File: src/rtl/transducer_array_fire_ctrl_if.sv
// Control, configuration and drive bundle between the sequencing/timing
// controller (master) and the multi-channel transducer fire controller (slave).
interface transducer_array_fire_ctrl_if #(
  parameter int unsigned NCH  = 8,
  parameter int unsigned CT_W = 9,
  parameter int unsigned PD_W = 16,
  parameter int unsigned FD_W = 32,
  parameter int unsigned NP_W = 8,
  parameter int unsigned RT_W = 16
);
  logic                  enable;
  logic                  arm;
  logic                  fire;
  logic                  abort;
  logic [NCH-1:0]        chanMask;
  logic [CT_W-1:0]       chargeTime;
  logic [RT_W-1:0]       restTime;
  logic [NP_W-1:0]       pulseCount;
  logic [FD_W-1:0]       fireDelay;
  logic [NCH*PD_W-1:0]   phaseDelay;
  logic [NCH-1:0]        transducerOutput;
  logic                  busy;
  logic                  fireComplete;

  modport master (
    output enable, arm, fire, abort, chanMask, chargeTime, restTime,
           pulseCount, fireDelay, phaseDelay,
    input  transducerOutput, busy, fireComplete
  );

  modport slave (
    input  enable, arm, fire, abort, chanMask, chargeTime, restTime,
           pulseCount, fireDelay, phaseDelay,
    output transducerOutput, busy, fireComplete
  );
endinterface

File: src/rtl/transducer_array_fire_ctrl.sv
// Multi-channel, multi-pulse transducer fire controller. A common fire event
// starts NCH channels; each waits fireDelay + its own phase delay, then emits
// pulseCount pulses of chargeTime high cycles separated by max(restTime,1)
// low cycles. All outputs are registered.
module transducer_array_fire_ctrl #(
  parameter int unsigned NCH  = 8,
  parameter int unsigned CT_W = 9,
  parameter int unsigned PD_W = 16,
  parameter int unsigned FD_W = 32,
  parameter int unsigned NP_W = 8,
  parameter int unsigned RT_W = 16
) (
  input logic                        clk,
  input logic                        rst,
  transducer_array_fire_ctrl_if.slave bus
);

  typedef enum logic [1:0] {
    S_IDLE,
    S_ARMED,
    S_FIRING,
    S_DONE
  } state_t;

  state_t state, state_nxt;

  logic            busy_q, busy_nxt;
  logic            fc_q, fc_nxt;
  logic            do_latch, do_clear, do_step;
  logic            all_done_nxt;

  logic [CT_W-1:0] chg_l;
  logic [RT_W-1:0] rest_l;

  logic [FD_W:0]   dly      [NCH];
  logic [CT_W-1:0] chg      [NCH];
  logic [RT_W-1:0] rcnt     [NCH];
  logic [NP_W-1:0] npl      [NCH];
  logic [NCH-1:0]  out_q;

  logic [FD_W:0]   dly_nxt  [NCH];
  logic [CT_W-1:0] chg_nxt  [NCH];
  logic [RT_W-1:0] rcnt_nxt [NCH];
  logic [NP_W-1:0] npl_nxt  [NCH];
  logic [NCH-1:0]  out_nxt;

  logic [FD_W:0]   ld_dly   [NCH];
  logic [NP_W-1:0] ld_npl   [NCH];

  // Configuration values captured on arm: summed delay and pulse budget per channel.
  always_comb begin
    for (int unsigned i = 0; i < NCH; i++) begin
      ld_dly[i] = {1'b0, bus.fireDelay}
                + {{(FD_W + 1 - PD_W){1'b0}}, bus.phaseDelay[i*PD_W +: PD_W]};
      // A masked channel or a zero-length pulse is done before it starts.
      ld_npl[i] = (bus.chanMask[i] && (bus.chargeTime != '0)) ? bus.pulseCount : '0;
    end
  end

  // Per-channel pulse sequencer step; a channel with no pulses left is done.
  always_comb begin
    all_done_nxt = 1'b1;
    out_nxt      = out_q;
    for (int unsigned i = 0; i < NCH; i++) begin
      dly_nxt[i]  = dly[i];
      chg_nxt[i]  = chg[i];
      rcnt_nxt[i] = rcnt[i];
      npl_nxt[i]  = npl[i];
      if (npl[i] != '0) begin
        if (out_q[i]) begin
          if (chg[i] != '0) begin
            chg_nxt[i] = chg[i] - 1'b1;
          end else begin
            out_nxt[i]  = 1'b0;
            npl_nxt[i]  = npl[i] - 1'b1;
            // Rest of zero is clamped to one low cycle.
            rcnt_nxt[i] = (rest_l == '0) ? '0 : rest_l - 1'b1;
          end
        end else if (dly[i] != '0) begin
          dly_nxt[i] = dly[i] - 1'b1;
        end else if (rcnt[i] != '0) begin
          rcnt_nxt[i] = rcnt[i] - 1'b1;
        end else begin
          out_nxt[i] = 1'b1;
          chg_nxt[i] = chg_l - 1'b1;
        end
      end
      if (npl_nxt[i] != '0) begin
        all_done_nxt = 1'b0;
      end
    end
  end

  // Top-level sequencing: next state, latch/clear strobes and registered status.
  always_comb begin
    state_nxt = state;
    fc_nxt    = fc_q;
    do_latch  = 1'b0;
    do_clear  = 1'b0;
    do_step   = 1'b0;
    if (!bus.enable) begin
      state_nxt = S_IDLE;
      do_clear  = 1'b1;
      fc_nxt    = 1'b1;
    end else if (bus.abort) begin
      state_nxt = S_IDLE;
      do_clear  = 1'b1;
      fc_nxt    = 1'b0;
    end else begin
      unique case (state)
        S_IDLE, S_DONE: begin
          if (bus.arm) begin
            do_latch  = 1'b1;
            fc_nxt    = 1'b0;
            state_nxt = bus.fire ? S_FIRING : S_ARMED;
          end
        end
        S_ARMED: begin
          if (bus.fire) begin
            state_nxt = S_FIRING;
          end
        end
        S_FIRING: begin
          // The last falling edge and the move to DONE share the same clock edge.
          do_step = 1'b1;
          if (all_done_nxt) begin
            state_nxt = S_DONE;
            fc_nxt    = 1'b1;
          end
        end
        default: state_nxt = S_IDLE;
      endcase
    end
    busy_nxt = (state_nxt == S_ARMED) || (state_nxt == S_FIRING);
  end

  // State and status registers.
  always_ff @(posedge clk or negedge rst) begin
    if (!rst) begin
      state  <= S_IDLE;
      busy_q <= 1'b0;
      fc_q   <= 1'b0;
    end else begin
      state  <= state_nxt;
      busy_q <= busy_nxt;
      fc_q   <= fc_nxt;
    end
  end

  // Latched configuration and per-channel counters/outputs.
  always_ff @(posedge clk or negedge rst) begin
    if (!rst) begin
      chg_l  <= '0;
      rest_l <= '0;
      out_q  <= '0;
      for (int unsigned i = 0; i < NCH; i++) begin
        dly[i]  <= '0;
        chg[i]  <= '0;
        rcnt[i] <= '0;
        npl[i]  <= '0;
      end
    end else if (do_clear) begin
      out_q <= '0;
      for (int unsigned i = 0; i < NCH; i++) begin
        dly[i]  <= '0;
        chg[i]  <= '0;
        rcnt[i] <= '0;
        npl[i]  <= '0;
      end
    end else if (do_latch) begin
      chg_l  <= bus.chargeTime;
      rest_l <= bus.restTime;
      out_q  <= '0;
      for (int unsigned i = 0; i < NCH; i++) begin
        dly[i]  <= ld_dly[i];
        chg[i]  <= '0;
        rcnt[i] <= '0;
        npl[i]  <= ld_npl[i];
      end
    end else if (do_step) begin
      out_q <= out_nxt;
      for (int unsigned i = 0; i < NCH; i++) begin
        dly[i]  <= dly_nxt[i];
        chg[i]  <= chg_nxt[i];
        rcnt[i] <= rcnt_nxt[i];
        npl[i]  <= npl_nxt[i];
      end
    end
  end

  assign bus.transducerOutput = out_q;
  assign bus.busy             = busy_q;
  assign bus.fireComplete     = fc_q;

endmodule

File: src/flat_wrapper.sv
// flat-port wrapper written by rule: the top's interface ports become plain ports
module transducer_array_fire_ctrl_flat 
#(
  parameter int unsigned NCH  = 8,
  parameter int unsigned CT_W = 9,
  parameter int unsigned PD_W = 16,
  parameter int unsigned FD_W = 32,
  parameter int unsigned NP_W = 8,
  parameter int unsigned RT_W = 16
)
  (clk, rst, bus_enable, bus_arm, bus_fire, bus_abort, bus_chanMask, bus_chargeTime, bus_restTime, bus_pulseCount, bus_fireDelay, bus_phaseDelay, bus_transducerOutput, bus_busy, bus_fireComplete);
  transducer_array_fire_ctrl_if #(.NCH(NCH), .CT_W(CT_W), .PD_W(PD_W), .FD_W(FD_W), .NP_W(NP_W), .RT_W(RT_W)) bus_i ();
  input logic clk;
  input logic rst;
  input wire logic [$bits(bus_i.enable)-1:0] bus_enable;
  input wire logic [$bits(bus_i.arm)-1:0] bus_arm;
  input wire logic [$bits(bus_i.fire)-1:0] bus_fire;
  input wire logic [$bits(bus_i.abort)-1:0] bus_abort;
  input wire logic [$bits(bus_i.chanMask)-1:0] bus_chanMask;
  input wire logic [$bits(bus_i.chargeTime)-1:0] bus_chargeTime;
  input wire logic [$bits(bus_i.restTime)-1:0] bus_restTime;
  input wire logic [$bits(bus_i.pulseCount)-1:0] bus_pulseCount;
  input wire logic [$bits(bus_i.fireDelay)-1:0] bus_fireDelay;
  input wire logic [$bits(bus_i.phaseDelay)-1:0] bus_phaseDelay;
  output wire logic [$bits(bus_i.transducerOutput)-1:0] bus_transducerOutput;
  output wire logic [$bits(bus_i.busy)-1:0] bus_busy;
  output wire logic [$bits(bus_i.fireComplete)-1:0] bus_fireComplete;
  assign bus_i.enable = bus_enable;
  assign bus_i.arm = bus_arm;
  assign bus_i.fire = bus_fire;
  assign bus_i.abort = bus_abort;
  assign bus_i.chanMask = bus_chanMask;
  assign bus_i.chargeTime = bus_chargeTime;
  assign bus_i.restTime = bus_restTime;
  assign bus_i.pulseCount = bus_pulseCount;
  assign bus_i.fireDelay = bus_fireDelay;
  assign bus_i.phaseDelay = bus_phaseDelay;
  assign bus_transducerOutput = bus_i.transducerOutput;
  assign bus_busy = bus_i.busy;
  assign bus_fireComplete = bus_i.fireComplete;
  transducer_array_fire_ctrl #(.NCH(NCH), .CT_W(CT_W), .PD_W(PD_W), .FD_W(FD_W), .NP_W(NP_W), .RT_W(RT_W)) u_core (.clk(clk), .rst(rst), .bus(bus_i));
endmodule
File: config.mk
export PLATFORM = sky130hd
export DESIGN_NAME = transducer_array_fire_ctrl_flat
export DESIGN_NICKNAME = d
export VERILOG_FILES = /design/src/rtl/transducer_array_fire_ctrl_if.sv /design/src/rtl/transducer_array_fire_ctrl.sv /design/src/flat_wrapper.sv
export SDC_FILE = /design/constraint.sdc
export NUM_CORES = 2
export LEC_CHECK = 0
export ABC_CLOCK_PERIOD_IN_PS = 3500
export CAP_MARGIN = 20
export CORE_MARGIN = 4
export CORE_UTILIZATION = 56
export CTS_BUF_LIST = sky130_fd_sc_hd__clkbuf_16
export DETAILED_ROUTE_END_ITERATION = 7
export PLACE_DENSITY = 0.82
export SLEW_MARGIN = 0
export SYNTH_ARGS = -nofsm -noshare
export SYNTH_HDL_FRONTEND = slang
export SYNTH_SLANG_ARGS = --single-unit
File: constraint.sdc
create_clock -name clk -period 3.5 [get_ports clk]
set_input_delay 1.05 -clock clk [delete_from_list [all_inputs] [get_ports clk]]
set_output_delay 1.05 -clock clk [all_outputs]
set_load 0.02 [all_outputs]
==> results by group <==
Floorplanning
  – I/O pins: 217
  – Die Span X: 283 µm
  – Core area: 74600 µm²
  – # rows: 100
  – Initial Utilization: 56.7%
  – Die area: 79900 µm²
  – Die height: 283 µm

GRT
  – Largest net degree at the start of global routing: 126
  – Initial antenna violation count: 7
  – Number of global-route vias before repair: 45900
  – Global-route wire length before repair: 251000 µm
  – GRT overflow: 0
  – Aggregate global-route resource usage: 40.1%

Layout
  – Filler instances: 5465
  – Fin area: 54600 µm²
  – Nets: 6584
  – Footprint of the multi-input gates: 27600 µm²
  – Share of cells above drive strength 1: 18.5%
  – Area Growth Syn to Fin: 29.2%
  – Sequential cell area: 14100 µm²

Synthesis
  – Post-synth top cells: 590 x nor2_1, 586 x nand2_1, 565 x dfrtp_1, 419 x a21oi_1, 394 x o21ai_0
  – Post-synthesis instance total: 5327
  – Yosys reg bits: 565
  – Warnings from Yosys: 0
  – Post-synth top area share: 33.5%
  – Distinct cell type count after synthesis: 86
  – Syn Nets: 5715
  – Synth area leaders: dfrtp_1 33%, nor2_1 5.2%, nand2_1 5.2%, ha_1 5.1%, a21oi_1 5.0%
  – Seq/Total Area, Yosys: 33.5%
  – Count leader, synth: nor2_1
  – Most used DFF post-synth: dfrtp_1
  – Largest area contributor in the netlist: dfrtp_1
  – Avg Cell Area, Syn: 7.93 µm²
  – Mapped Area: 42200 µm²
  – Asr flop ratio synth: 100%
  – EDFF count, synth: 0

Drt
  – DR iter-0 viols: 5554
  – Routed via count: 47700
  – Drt pass-1 iters: 8
  – Antenna-violating nets left: 0
  – Drt via density: 6.61
  – DR WL/cell: 23.1 µm
  – Total wire length: 167000 µm
  – DRC: 0

Clock network
  – Worst-Skew Late Latency: 0.63 ns
  – Num CTS Buffers: 67
  – Clock Pin Slew Worst Setup and Hold Paths: 0.06 ns
  – CTS Buffer Depth: 3
  – CTS tree: yes
  – Clock Sinks: 565
  – Post-CTS Hold Fix Bufs: 0
  – Clock root cell: clkbuf_16
  – H-tree depth: 3

STA
  – PnR worst setup slack: -0.291 ns
  – FMAX: 0.264 GHz
  – Tcrit/Tclk final: 108%
  – Clock Skew: 0.0300 ns
  – Post-route minimum period: 3.79 ns
  – Final Hold Viols: 0
  – Finish-stage setup viols: 13
  – RSZ-0062 raised after global routing: true
  – Slew @ Worst Pin: 1.14 ns
  – Worst slew margin: 23.8%
  – Hold Slack: 0.408 ns
  – Final Max Tran Viols: 0

Worst setup path
  – CP max-delay cell: or4_4
  – R2r endpoint: u_core.bus.busy
  – Top Family by Delay on Critical Path: simple AND/OR/NAND/NOR gates
  – Worst R2R Path Depth: 13
  – Crit path largest cell delay: 0.58 ns
  – Worst-path fanout max: 2
  – Setup CP Type: register to register
  – Critical Path AT: 4.33 ns
  – CP Depth: 13
  – R2R setup slack: -0.29 ns
  – Worst setup SP type: register
  – Critical Path, Cell by Cell: inv_1 -> ha_1 -> or3b_2 -> or3_1 -> o31ai_2 -> nand4_1 -> a211oi_1 -> o2111ai_1 -> or4_4 -> nor4_4 -> buf_4 -> o31a_4 -> mux2i_1
  – Crit. End Element: register
  – WP buf/inv: 2
  – RR Startpoint: u_core.npl[24]
  – Worst Path Required: 4.04 ns

Placed design
  – Post-DP Area: 51200 µm²
  – Gp weighted congestion: 1.01
  – IO Port Bufs: 216
  – Final HPWL DP: 119000 µm

Power and ir drop
  – PD cells: 400 nW/µm²
  – Leakage: 23.9 nW
  – Worst VDD drop: 0.000342 V

Worst hold path
  – Hold WC Path Type: primary input to asynchronous set/reset pin

Run
  – Max Cap Viol: 0

Status
  – Failing checks: negative setup slack
  – Status: finished, violations left
[registers in the layout, indices dropped and copies added, names as in the netlist]
register	count
u_core.bus.transducerOutput	8
u_core.bus.fireComplete	1
u_core.chg_l	9
u_core.dly	264
u_core.rcnt	128
u_core.npl	64
u_core.bus.busy	1
u_core.state	2
u_core.rest_l	16
u_core.chg	72
[kinds of logic (layout without fill, tap and decap cells)]
family	count (synthesis)	after routing	synth area share (%)
flops	565	565	33.5
fa+ha+maj	181	181	5.50
other cells	0	5	0
compound gates	1517	1518	22.3
simple gates	2184	2184	25.0
xor+xnor	443	443	9.18
buf+inv	391	1310	3.48
mux	46	46	1.11
[power breakdown]
group	internal (mW)	total, mW	switching, mW
clock network	3.80	6.82	3.03
logic	3.11	7.62	4.51
registers	6.92	7.37	0.448
[area by class of cell]
type                       instances  area share [%]
clock buffer                      69            3.16
sequential                       565            25.9
tap                              969            2.22
clock inverter                    51           0.596
multi-input combinational       4372            50.6
inverter                         133           0.914
timing repair buffer            1057            16.6
antenna                            5          0.0229
[stage by stage]
stage | std cells | setup slack (ns) | setup TNS, ns | power (mW) | util (%)
floorplan | 5327 | -0.0323 | -0.0323 | 11.2 | -
global placement | 7043 | -0.991 | -128.48 | 14.3 | 68.6
finish | 7221 | -0.291 | -1.37 | 21.8 | 73.2
CTS | 7189 | -0.195 | -0.494 | 21.4 | 72.3
detailed placement | 7044 | -1.01 | -144.62 | 14.5 | 68.6
global route | 7220 | -0.374 | -2.33 | 22.6 | 73.2
[timing repair]
item	CTS	global route
endpoints found under the setup margin	189	220
buffers inserted	23	26
gates cloned	2	0
pin swaps	43	59
resized for setup	106	118
[worst max path at each step]
stage / from / endpoint / slack (ns)
floorplan: u_core.chg[0] / u_core.bus.busy / -0.03
global placement: bus_fireDelay[1] / u_core.dly[250] / -0.99
detailed placement: bus_fireDelay[1] / u_core.dly[250] / -1.01
CTS: u_core.chg[0] / u_core.bus.busy / -0.19
global route: u_core.chg[0] / u_core.bus.busy / -0.37
finish: u_core.npl[24] / u_core.bus.busy / -0.29
[routing by layer]
metal  vias up  global-route usage (%)  wire length, µm
li1      21200                       -                -
met1     22500                    46.9            58600
met2      3116                    63.5            73600
met3       896                    10.4            19100
met4         2                    30.3            15300
met5         -                   0.954              107
[cell usage in the layout (no fill, tap or decap), types with 22 or more instances in the layout]
cell / synthesis / layout
dfrtp_1: 565 / 565
buf_4: 0 / 785
xnor2_1: 235 / 234
ha_1: 173 / 163
o31ai_1: 45 / 37
a21o_1: 50 / 50
o21a_1: 26 / 26
clkdlybuf4s50_1: 0 / 209
nand4_1: 41 / 41
a31oi_1: 65 / 57
o21ai_1: 4 / 23
inv_1: 129 / 145
nor3b_1: 24 / 22
nand2_1: 586 / 576
o22ai_1: 127 / 127
o22a_1: 22 / 22
and2_1: 37 / 33
a22o_1: 25 / 25
or4_1: 52 / 46
clkbuf_16: 0 / 69
a21oi_1: 419 / 405
nor2b_1: 42 / 40
nor2_1: 590 / 577
and3_1: 38 / 38
or2_2: 33 / 31
xor2_1: 208 / 205
a22oi_1: 41 / 41
or3_1: 113 / 109
a211oi_1: 70 / 67
nor3_1: 259 / 254
nor4_1: 125 / 117
mux2i_1: 38 / 36
buf_12: 0 / 40
nand2b_1: 42 / 39
o21ai_0: 394 / 368
o211ai_1: 48 / 48
nand3_1: 123 / 121
No activity file was read; power rests on OpenSTA's default activity.
